[config.mk]
export PLATFORM = sky130hd
export DESIGN_NAME = btn_debounce
export DESIGN_NICKNAME = d
export VERILOG_FILES = /design/src/rtl/lab6_pkg.sv /design/src/rtl/sync_2ff.sv /design/src/rtl/btn_debounce.sv
export SDC_FILE = /design/constraint.sdc
export NUM_CORES = 1
export LEC_CHECK = 0
export CAP_MARGIN = 20
export CORE_AREA = 2 2 39 41
export CTS_BUF_LIST = sky130_fd_sc_hd__clkbuf_8
export DETAILED_ROUTE_END_ITERATION = 8
export DIE_AREA = 0 0 41 43
export DONT_BUFFER_PORTS = 1
export PLACE_DENSITY = 0.39
export SETUP_SLACK_MARGIN = 0.05
export SKIP_LAST_GASP = 1
export SYNTH_ARGS = -nofsm -noshare
export SYNTH_HDL_FRONTEND = slang
export SYNTH_HIERARCHICAL = 1
export SYNTH_SLANG_ARGS = --single-unit
[constraint.sdc]
create_clock -name clk -period 1.31 [get_ports clk]
set_input_delay 0.3275 -clock clk [delete_from_list [all_inputs] [get_ports clk]]
set_output_delay 0.3275 -clock clk [all_outputs]
set_load 0.02 [all_outputs]
[src/rtl/lab6_pkg.sv]
// -----------------------------------------------------------------------------
// lab6_pkg
//   Shared constants for the lab6 input-conditioning blocks.
//
//   DEBOUNCE_CYCLES_HW  : stability window for hardware builds
//                         (10 ms at a 100 MHz system clock).
//   DEBOUNCE_CYCLES_SIM : short stability window used in simulation.
//
//   The debounce filter state is implicit in its counter, so no typedefs
//   are needed here.
// -----------------------------------------------------------------------------
package lab6_pkg;

    localparam int unsigned DEBOUNCE_CYCLES_HW  = 1_000_000;
    localparam int unsigned DEBOUNCE_CYCLES_SIM = 4;

endpackage : lab6_pkg

[src/rtl/sync_2ff.sv]
// -----------------------------------------------------------------------------
// sync_2ff
//   Two-flop synchronizer bringing one asynchronous signal into the clk
//   domain. Shared by every asynchronous input path in the lab datapath.
//
//   Ports
//     clk : system clock, rising edge
//     rst : synchronous, active-high reset; clears both stages to 0
//     d   : asynchronous input
//     q   : synchronized output (second stage)
// -----------------------------------------------------------------------------
module sync_2ff (
    input  logic clk,
    input  logic rst,
    input  logic d,
    output logic q
);

    logic s1_q;  // may go metastable; only ever feeds s2_q
    logic s2_q;

    // NOTE: sequential state is always written with non-blocking (<=)
    // assignments so every flop samples its inputs from before the edge;
    // with blocking assignments s2_q would see this edge's s1_q and the
    // two stages would collapse into one.
    always_ff @(posedge clk) begin
        if (rst) begin
            s1_q <= 1'b0;
            s2_q <= 1'b0;
        end else begin
            s1_q <= d;
            s2_q <= s1_q;
        end
    end

    assign q = s2_q;

endmodule : sync_2ff

[src/rtl/btn_debounce.sv]
// -----------------------------------------------------------------------------
// btn_debounce
//   Conditions one raw push-button / switch into a clean, clock-synchronous
//   level plus single-cycle rise and fall pulses. The raw input passes a
//   two-flop synchronizer, then a counter filter that only lets the level
//   change after the synchronized input has disagreed with it for
//   STABLE_CYCLES consecutive edges.
//
//   Parameters
//     STABLE_CYCLES : consecutive disagreeing cycles required before
//                     btn_level changes; must be >= 1. Hardware builds pass
//                     DEBOUNCE_CYCLES_HW.
//
//   Ports
//     clk       : system clock, rising edge
//     rst       : synchronous, active-high reset
//     btn_in    : raw asynchronous, possibly bouncing input
//     btn_level : debounced level (registered)
//     btn_rise  : one-cycle pulse on btn_level 0->1 (registered)
//     btn_fall  : one-cycle pulse on btn_level 1->0 (registered)
// -----------------------------------------------------------------------------
module btn_debounce
    import lab6_pkg::*;
#(
    parameter int unsigned STABLE_CYCLES = DEBOUNCE_CYCLES_SIM
) (
    input  logic clk,
    input  logic rst,
    input  logic btn_in,
    output logic btn_level,
    output logic btn_rise,
    output logic btn_fall
);

    localparam int unsigned       CNT_W    = $clog2(STABLE_CYCLES + 1);
    // Count value on which the pending change is accepted.
    localparam logic [CNT_W-1:0]  CNT_LAST = CNT_W'(STABLE_CYCLES - 1);

    logic             btn_sync;

    logic [CNT_W-1:0] cnt_q,   cnt_d;
    logic             level_q, level_d;
    logic             rise_q,  rise_d;
    logic             fall_q,  fall_d;

    sync_2ff u_sync (
        .clk (clk),
        .rst (rst),
        .d   (btn_in),
        .q   (btn_sync)
    );

    // Filter: the counter runs only while btn_sync disagrees with the
    // debounced level. A single agreeing sample clears it, so bounce never
    // accumulates toward a change. The counter stops at CNT_LAST, which
    // means it can never wrap.
    // NOTE: every output of this always_comb gets a default first, so no
    // path leaves a signal unassigned and no latch is inferred.
    always_comb begin
        cnt_d   = '0;
        level_d = level_q;
        rise_d  = 1'b0;
        fall_d  = 1'b0;

        if (btn_sync != level_q) begin
            if (cnt_q == CNT_LAST) begin
                level_d = btn_sync;
                rise_d  = btn_sync;
                fall_d  = ~btn_sync;
            end else begin
                cnt_d = cnt_q + CNT_W'(1);
            end
        end
    end

    // Reset takes priority over an expiring count, so no pulse can escape
    // on the edge that reset is asserted.
    always_ff @(posedge clk) begin
        if (rst) begin
            cnt_q   <= '0;
            level_q <= 1'b0;
            rise_q  <= 1'b0;
            fall_q  <= 1'b0;
        end else begin
            cnt_q   <= cnt_d;
            level_q <= level_d;
            rise_q  <= rise_d;
            fall_q  <= fall_d;
        end
    end

    assign btn_level = level_q;
    assign btn_rise  = rise_q;
    assign btn_fall  = fall_q;

endmodule : btn_debounce

Word level (Yosys, flattened, before mapping)

Index checks and enable logic that the tools add are counted.

Reduce and logical (&&, ||, !) cells: 3
Add/sub/neg operators: 1
Bitwise gates (word level): 3
Equal/unequal tests: 2

Operator list:

| kind                  | count |
|---|---|
| $reduce_or A3 Y1      | 2 |
| $add A3 B1 Y3 const B | 1 |
| $eq A3 B2 Y1 const B  | 1 |
| $not A1 Y1            | 3 |
| $reduce_and A2 Y1     | 1 |
| $ne A1 B1 Y1          | 1 |

Word-level logic and storage cells: 15
Bits of input ports: 3
Output and inout port bits: 3
Bits in registers: 8

Logic depth before layout (Yosys ltp)

Gate-level depths: netlist of the first run.

Depth after elaboration: 3
Depth in mapped cells: 4
Mapped depth without buffers: 4

Cells and area by module

The synthesis of the first run kept the hierarchy.

Modules (own cells, without submodules):

| module       | cells each | sequential area each (sq um) | instances | area an instance (sq um) |
|---|---|---|---|---|
| btn_debounce | 17         | 120.1                        | 1         | 224.0 |
| sync_2ff     | 4          | 40.0                         | 1         | 52.6 |

Least setup slack after synthesis of the first run

Ideal clock, no wire load.

Path type: register to register
From: reg cnt_q[0]
To: reg fall_q, in the netlist btn_fall
Slack: 0.255 ns
Path buffers: 0
Setup time: 0.118 ns
Clock period less this slack: 1.055 ns
Arrival time: 0.938 ns
Required time: 1.192 ns
Cell stages (with the launch flop): 4
Cells stage by stage: dfxtp_1 ha_1 ha_1 and4bb_2

Longest elaborated chain between the ends: 3

RTL lines:

| what                              | line               | text |
|---|---|---|
| start, declared                   | btn_debounce.sv:41 | `logic [CNT_W-1:0] cnt_q, cnt_d;` |
| start signal, assigned            | btn_debounce.sv:85 | `cnt_q <= cnt_d;` |
| $eq A3 B2 Y1                      | btn_debounce.sv:66 | `if (cnt_q == CNT_LAST) begin` |
| $not A1 Y1 (no source line)       | n/a                |  |
| $reduce_or A3 Y1 (no source line) | n/a                |  |
| end signal, assigned              | btn_debounce.sv:88 | `fall_q <= fall_d;` |
| end, declared                     | btn_debounce.sv:44 | `logic fall_q, fall_d;` |

No other way between the ends.
A chain may end at the register's enable or synchronous reset.

Worst setup path after layout of the first run

From: reg cnt_q[0]
To: reg cnt_q[2]

Longest elaborated chain between the ends: 2
Elaborated cells on any way between the ends: 3
Classes of those cells: add/sub (1); eq/ne (1); reduce/logical (1)

RTL lines:

| what |
|---|
| branches (longest 2 deep; another with $add A3 B1 Y3) |

Parallel ways; which one is timed is not known.

==> results of run 1 <==
## worst max path at each step
stage                     startpoint         to  slack (ps)  cells past startpoint
after floorplan             cnt_q[0]   btn_fall         250                      3
after detailed placement    cnt_q[0]   cnt_q[2]         150                      3
after global routing        cnt_q[0]  btn_level          90                      4
final                       cnt_q[0]   cnt_q[2]         170                      3
after global placement      cnt_q[0]   cnt_q[2]         190                      3
after CTS                   cnt_q[0]   cnt_q[2]         140                      3
## sequential cells by signal (all words and copies together) (netlist names)
signal and cells:
btn_fall 1, btn_level 1, btn_rise 1, cnt_q 3, u_sync/q 1, u_sync/s1_q 1
## kinds of logic (layout without fill, tap and decap cells)
| group | after synthesis | in the layout | synth area share |
|---|---|---|---|
| XOR/XNOR | 1 | 1 | 0.0317 |
| AND/OR/NAND/NOR | 8 | 8 | 0.249 |
| flip-flops | 8 | 8 | 0.579 |
| buffers and inverters | 1 | 4 | 0.0136 |
| adder cells (fa/ha/maj) | 2 | 2 | 0.0905 |
| multiplexers | 1 | 1 | 0.0362 |
## synthesized netlist by cell type (all sizes together)
cell and count:
mux2i 1, and4bb 2, nor2b 2, nor4 2, nor2 1, ha 2
dfxtp 8, inv 1, xnor2 1, nor4b 1
## placed cells by master, fill, tap and decap left out
cell type / n
dfxtp_1: 8
clkbuf_8: 3
and4bb_2: 2
nor4_1: 2
ha_1: 2
nor2b_1: 2
inv_1: 1
xnor2_1: 1
nor4b_2: 1
mux2i_1: 1
nor2_1: 1
## routing by layer
layer  vias to the layer above  global-route usage  share of wire
li1                         84                   -              -
met1                        70              0.0651           0.47
met2                         9              0.0563           0.38
met3                         2              0.0785           0.12
met4                         0              0.0600          0.028
met5                         -                   0              0
## power by group through the flow
stage               Sequential, mW  Combinational, mW  Clock (mW)
finish                       0.251            0.00611       0.289
global route                 0.251            0.00690       0.313
CTS                          0.251            0.00623       0.300
detailed placement           0.254            0.00635           0
global placement             0.254            0.00622           0
floorplan                    0.254            0.00571           0
## per-stage QoR
step	instances	area, sq um	total power, mW	hold slack [ps]
2_1_floorplan	21	277	0.260	399
3_3_place_gp	37	297	0.261	403
3_5_place_dp	37	297	0.261	402
4_1_cts	40	338	0.557	163
5_1_grt	40	338	0.571	162
6_report	40	338	0.545	170
## final cells by class
cell class | count | area [sq um] | share of cell area
Sequential cell | 8 | 160 | 0.474
Multi-Input combinational cell | 12 | 113 | 0.333
Clock buffer | 3 | 41.3 | 0.122
Tap cell | 16 | 20.0 | 0.0593
Inverter | 1 | 3.75 | 0.0111
==> impl_results.md, run 1 <==
* Sequential fraction of the synthesis area at 0.579
* Peak Freq at around 870 MHz
* Total of max-cap violations at 0
* Mean post-synth cell area at 13.2 sq um
* Synth cell types at 10
* Outcome: complete, no violations
* Worst hold endpoint: u_sync/s1_q
* Critical path, cell by cell: ha_1 -> ha_1 -> nor4_1
* Share of cells above drive strength 1 at 0.250
* Setup TNS at 0 ps
* Synth top area share at 0.579
* Largest cells by area after synthesis: dfxtp_1 58%, and4bb_2 9.0%, ha_1 9.0%
* CP Capture Type: flip-flop
* Worst R2R Setup Slack at around 170 ps
* Nets at 31
* HP Class: in2reg
* Critical Path Fanout Max at 6
* Clock sinks at 8
* Setup crit start kind: flip-flop
* Die height at 43 um
* Max Buffers Root-to-Sink at 2
* Slowest cell on crit path: dfxtp_1
* Req. time, crit path at approximately 1400 ps
* Antenna cells at 0
* Area delta synth->final at 22.2%
* DP Worst Slack at about 150 ps
* Min-delay src: rst
* Initial antenna violation count at 0
* Combinational share of power at 0.011
* Switch Pwr at between 0.09 and 0.1 mW
* Final setup margin at 166 ps
* Worst slew margin at 0.789
* Gpl congestion at 0.598
* DRT Pass-1 Iters at 3
* Dpl hpwl at approximately 300 um
* Crit path kind: reg2reg
* I/O Buffers at 0
* Gr ovfl total at 0
* CTS Root Cell: clkbuf_8
* Final setup viols at 0
* Most Frequent Cell on Critical Path: ha_1
* # rows at 14
* Fillers at between 100 and 150
* Switching fraction of total power at 0.173
* # DRC at 0
* Io pins at 6
* Pint at 0.451 mW
* First-pass GRT wire length at 607 um
* Vias post-DR at 165
* Antenna Violating Nets Remaining at 0
* Maximum vdd drop at 0.584 mV
* Post-Route WL at between 300 and 400 um
* R2R depth at 3
* Die W at 41 um
* Maximum number of pins on one net before global-route repair at 9
* Initial cell density of the core at 0.200
* Sequential power share at 0.459
* Clock-pin slew on the worst setup and hold paths at 40 ps
* GRT Overall Usage at 0.0625
* R2R Path End: cnt_q[2]
* Post-CTS setup buffer count at 0
* Vias in the first global route at 153
* RR Startpoint: cnt_q[0]
* Crit path DAT at 1270 ps
* Clock power frac at 0.529
* Worst-skew pair later-pin latency at ~230 ps
* RSZ-0062 raised after global routing: no
* Syn Nets at 26
* Synth Cell Area at 277 sq um
* Total core area at 0.00138 sq mm
* Crit path time final at between 1000 and 1500 ps
* Clk_skew at 3.32 ps
* Delay-heaviest family, CP: adder cells
* Max Slew Vio Count at 0
* Yosys warning count at 6
* Final Util at 0.244
* Cts hold-fix bufs at 0
* Power Density at 1610 mW/mm^2
* Number of gates resized after cts at 0
* DRT iter0 DRCs at 1
* Hold Vio Cnt, Final at 0
* Die area at 0.00176 sq mm
* CP max stage delay at between 300 and 400 ps
* H-tree Lvls at 1
* Lkg Pwr at 0.122 nW
* Routed length per placed instance at 9.93 um
* CTS tree: yes
* FF+latch count, synth at 8
* Slew @ Worst Pin at between 300 and 400 ps
* Largest area contributor in the netlist: dfxtp_1
* Post-route clock period utilization at 0.873
* Worst Hold Depth at 1
* WP buf/inv at 0
* CTS Buf Count at 3
* Vias per cell at 4.13
* Synth Instances at 21
No activity file was read; power rests on OpenSTA's default activity.
==> inputs of run 2 (changes only) <==
--- a/config.mk
+++ b/config.mk
@@ -11,6 +11,7 @@
 export DETAILED_ROUTE_END_ITERATION = 8
 export DIE_AREA = 0 0 41 43
 export DONT_BUFFER_PORTS = 1
+export GPL_TIMING_DRIVEN = 0
 export PLACE_DENSITY = 0.39
 export SETUP_SLACK_MARGIN = 0.05
 export SKIP_LAST_GASP = 1
==> impl_results.md, run 2 (same netlist as run 1, synthesis figures left out) <==
* Hold Slack at approximately 170 ps
* CTS Root Cell: clkbuf_8
* Gr ovfl total at 0
* Commonest non-fill, non-tap cell in the layout: dfxtp_1
* Crit path time final at 1130 ps
* Highest-count cells in the layout ignoring fill and taps: 8 x dfxtp_1, 3 x clkbuf_8
* Max Slew Vio Count at 0
* Vias in the first global route at 150
* First-pass GRT wire length at 565 um
* Nets at 31
* Maximum vdd drop at about 0.55 mV
* H-tree Lvls at 1
* Worst Hold Depth at 1
* Slowest cell on crit path: dfxtp_1
* Cts hold-fix bufs at 0
* Vias per cell at 3.80
* Final setup viols at 0
* # DRC at 0
* # rows at 14
* GRT Overall Usage at 0.0575
* Vias post-DR at 152
* DRT Pass-1 Iters at 2
* Most Frequent Cell on Critical Path: ha_1
* Die W at roughly 41 um
* Worst R2R Setup Slack at 180 ps
* Min-delay src: rst
* Dpl hpwl at 264 um
* Total of max-cap violations at 0
* Setup crit start kind: flip-flop
* Share of cells above drive strength 1 at 0.250
* Post-Route WL at 357 um
* Clk_skew at 1.39 ps
* Req. time, crit path at approximately 1400 ps
* Crit. path cell count at 3
* Crit path DAT at 1240 ps
* Post-CTS setup buffer count at 0
* Initial antenna violation count at 0
* Max Buffers Root-to-Sink at 2
* Antenna cells at 0
* Most flop-heavy register: cnt_q
* Clock sinks at 8
* Worst-skew pair later-pin latency at 220 ps
* Post-route clock period utilization at 0.861
* Delay-heaviest family, CP: adder cells
* Critical path, cell by cell: ha_1 -> ha_1 -> and4bb_2
* CP Capture Type: flip-flop
* WP buf/inv at 0
* CP max stage delay at about 300 ps
* Largest register FFs at 3
* Routed length per placed instance at 8.93 um
* HP Class: in2reg
* RSZ-0062 raised after global routing: no
* Maximum number of pins on one net before global-route repair at 9
* Initial cell density of the core at 0.200
* Hold Vio Cnt, Final at 0
* I/O Buffers at 0
* Number of gates resized after cts at 0
* Worst slew margin at 0.787
* Power Density at 1600 mW/mm^2
* Gpl congestion at 0.632
* CTS Buf Count at 3
* Total core area at 0.00138 sq mm
* RR Startpoint: cnt_q[0]
* Die height at approximately 43 um
* Crit path kind: reg2reg
* Total power at 0.541 mW
* CP Launch Point: cnt_q[0]
* R2R depth at 3
* CTS tree: yes
* Area delta synth->final at 22.2%
* Fillers at 142
* Clock-pin slew on the worst setup and hold paths at approximately 40 ps
* FF/Latch Area at 160 sq um
* Area occupied by multi-input gates at 113 sq um
* Setup TNS at 0 ps
* Critical Path Fanout Max at 6
* Slew @ Worst Pin at 317 ps
* Die area at 0.00176 sq mm
* Peak Freq at 886 MHz
* Lkg Pwr at 0.122 nW
* Outcome: complete, no violations
* DRT iter0 DRCs at 7
* Antenna Violating Nets Remaining at 0
* Io pins at 6
-- run 2: layout make-up --
| class | instances | area share |
|---|---|---|
| Sequential cell | 8 | 0.474 |
| Multi-Input combinational cell | 12 | 0.333 |
| Tap cell | 16 | 0.0593 |
| Clock buffer | 3 | 0.122 |
| Inverter | 1 | 0.0111 |
-- run 2: worst register-to-register path, stage by stage, from the launching register on --
cell and delay (ps):
dfxtp_1 300, ha_1 200, ha_1 260, and4bb_2 260
-- run 2: per-stage QoR --
stage / instances / utilization / cell area [sq um] / setup slack [ps]
after detailed placement: 37 / 0.214 / 297 / 182
final: 40 / 0.244 / 338 / 182
after global routing: 40 / 0.244 / 338 / 122
after floorplan: 21 / - / 277 / 255
after global placement: 37 / 0.214 / 297 / 189
after CTS: 40 / 0.244 / 338 / 177
-- run 2: report_power, final --
group          total (mW)  internal [mW]  switching (mW)  leakage [nW]
clock network       0.285          0.198          0.0866        0.0216
registers           0.250          0.249         0.00185        0.0649
logic             0.00624        0.00424         0.00200        0.0357
-- run 2: per-layer routing --
layer  GRT usage  routed length (um)
met2      0.0531                 128
met4      0.0400                   0
met3      0.0890                  64
met5           0                   0
met1      0.0554                 164
-- run 2: final timing paths --
kind / end
min: btn_level
max: btn_rise
min reg2reg: cnt_q[0]
max reg2reg: btn_rise
==> inputs of run 3 (changes only) <==
--- a/config.mk
+++ b/config.mk
@@ -14,7 +14,6 @@
 export GPL_TIMING_DRIVEN = 0
 export PLACE_DENSITY = 0.39
 export SETUP_SLACK_MARGIN = 0.05
-export SKIP_LAST_GASP = 1
 export SYNTH_ARGS = -nofsm -noshare
 export SYNTH_HDL_FRONTEND = slang
 export SYNTH_HIERARCHICAL = 1
==> constraint.sdc (replaced) <==
create_clock -name clk -period 1.1 [get_ports clk]
set_input_delay 0.275 -clock clk [delete_from_list [all_inputs] [get_ports clk]]
set_output_delay 0.275 -clock clk [all_outputs]
set_load 0.02 [all_outputs]
==> impl_results.md, run 3 (same netlist as run 1, synthesis figures left out) <==
* Outcome: complete, no violations
* Final setup margin at 94.0 ps
* First-pass GRT wire length at 696 um
* # rows at 14
* CTS Buf Count at 3
* Total power at 0.652 mW
* Post-Route WL at 448 um
* Max Slew Vio Count at 0
* Maximum vdd drop at 0.995 mV
* I/O Buffers at 0
* Hold Slack at about 110 ps
* Final setup viols at 0
* Area occupied by multi-input gates at ~150 sq um
* Vias per cell at 4.13
* Cells after DPL at 37
* CTS tree: yes
* Dpl hpwl at 270 um
* Clock sinks at 8
* H-tree Lvls at 1
* Gr ovfl total at 0
* Highest-count cells in the layout ignoring fill and taps: 5 x dfxtp_1, 3 x dfxtp_2, 3 x clkbuf_8
* DRT iter0 DRCs at 5
* Post-CTS setup buffer count at 0
* Crit path DAT at 1140 ps
* Total of max-cap violations at 0
* Gpl congestion at approximately 0.62
* Met1 Resource Use GR at 0.0742
* Peak Freq at 994 MHz
* Slew @ Worst Pin at 451 ps
* Die area at 0.00176 sq mm
* CP Capture Type: flip-flop
* Met2 track demand over resource at 0.0719
* Most flop-heavy register: cnt_q
* Routed length per placed instance at 11.2 um
* FF/Latch Area at ~160 sq um
* Vias in the first global route at about 160
* Clock-pin slew on the worst setup and hold paths at 40 ps
* Final Util at 0.276
* Worst-skew pair later-pin latency at 230 ps
* DRT Pass-1 Iters at 3
* Cts hold-fix bufs at 0
* Final instance area at ~380 sq um
* Antenna Violating Nets Remaining at 0
* Largest register FFs at 3
* Vias post-DR at 165
* Critical Path Fanout Max at 6
* Gr busiest metal: met3
* RSZ-0062 raised after global routing: yes
* Req. time, crit path at 1230 ps
* HP Class: in2reg
* Setup TNS at 0 ps
* Nets at 31
* Initial cell density of the core at 0.200
* Lkg Pwr at 0.122 nW
* Crit path kind: reg2reg
* Layout Cells excl Fill at 40
* DP Worst Slack at 11.1 ps
* Fillers at 146
* Antenna cells at 0
* Commonest non-fill, non-tap cell in the layout: dfxtp_1
* Post-route clock period utilization at 0.915
* Initial antenna violation count at 0
* Max Buffers Root-to-Sink at 2
* Die W at 41 um
* # DRC at 0
* Power Density at roughly 1700 mW/mm^2
* Total core area at roughly 0.0014 sq mm
* Io pins at 6
* Hold Vio Cnt, Final at 0
* Die height at ~43 um
* Worst slew margin at 0.697
* Clk_skew at 3.47 ps
* CTS Root Cell: clkbuf_8
* Share of cells above drive strength 1 at 0.500
* GRT Overall Usage at 0.0683
* Placed inst area at ~300 sq um
* Maximum number of pins on one net before global-route repair at 9
* Area delta synth->final at 38.0%
* Setup crit start kind: flip-flop
* Met3 Use GR at 0.0995
* Crit path time final at 1010 ps
[run 3: changes by cell type in the layout (fill, tap and decap cells not counted), moves of 2 or more]
cell and delta:
dfxtp_1 -3, dfxtp_2 +3, ha_1 -2, ha_4 +2
[run 3: where the power goes]
part / switching [mW] / internal (mW) / total [mW] / leakage [nW]
logic: 0.00336 / 0.00618 / 0.00953 / 0.0343
clock network: 0.107 / 0.236 / 0.344 / 0.0216
registers: 0.00282 / 0.296 / 0.299 / 0.0664
[run 3: path summary, 6_finish.rpt]
path,from,end,slack (ps),depth (start not counted)
max,cnt_q[0],cnt_q[2],90,3
min,rst,btn_level,110,1
max reg2reg,cnt_q[0],cnt_q[2],90,3
min reg2reg,u_sync/s1_q,u_sync/q,430,1
[run 3: cell type report]
type	count	area share
multi-input cells	12	0.400
clock buffers	3	0.108
inverters	1	0.00984
well taps	16	0.0525
flip-flops and latches	8	0.430
[run 3: critical path: stages, from the launching register on]
cell and delay (ps):
dfxtp_2 330, ha_4 160, ha_4 180, nor4_1 250
[run 3: metal layers]
layer,vias to the layer above,routed length (um)
met4,0,0
met1,75,183
li1,81,-
met5,-,0
met3,0,67
met2,9,197
[run 3: timing repair]
item,in CTS,in global routing
gates cloned,0,0
endpoints found under the hold margin,0,0
setup endpoints to repair,6,4
resized for setup,3,5
pin swaps,1,3
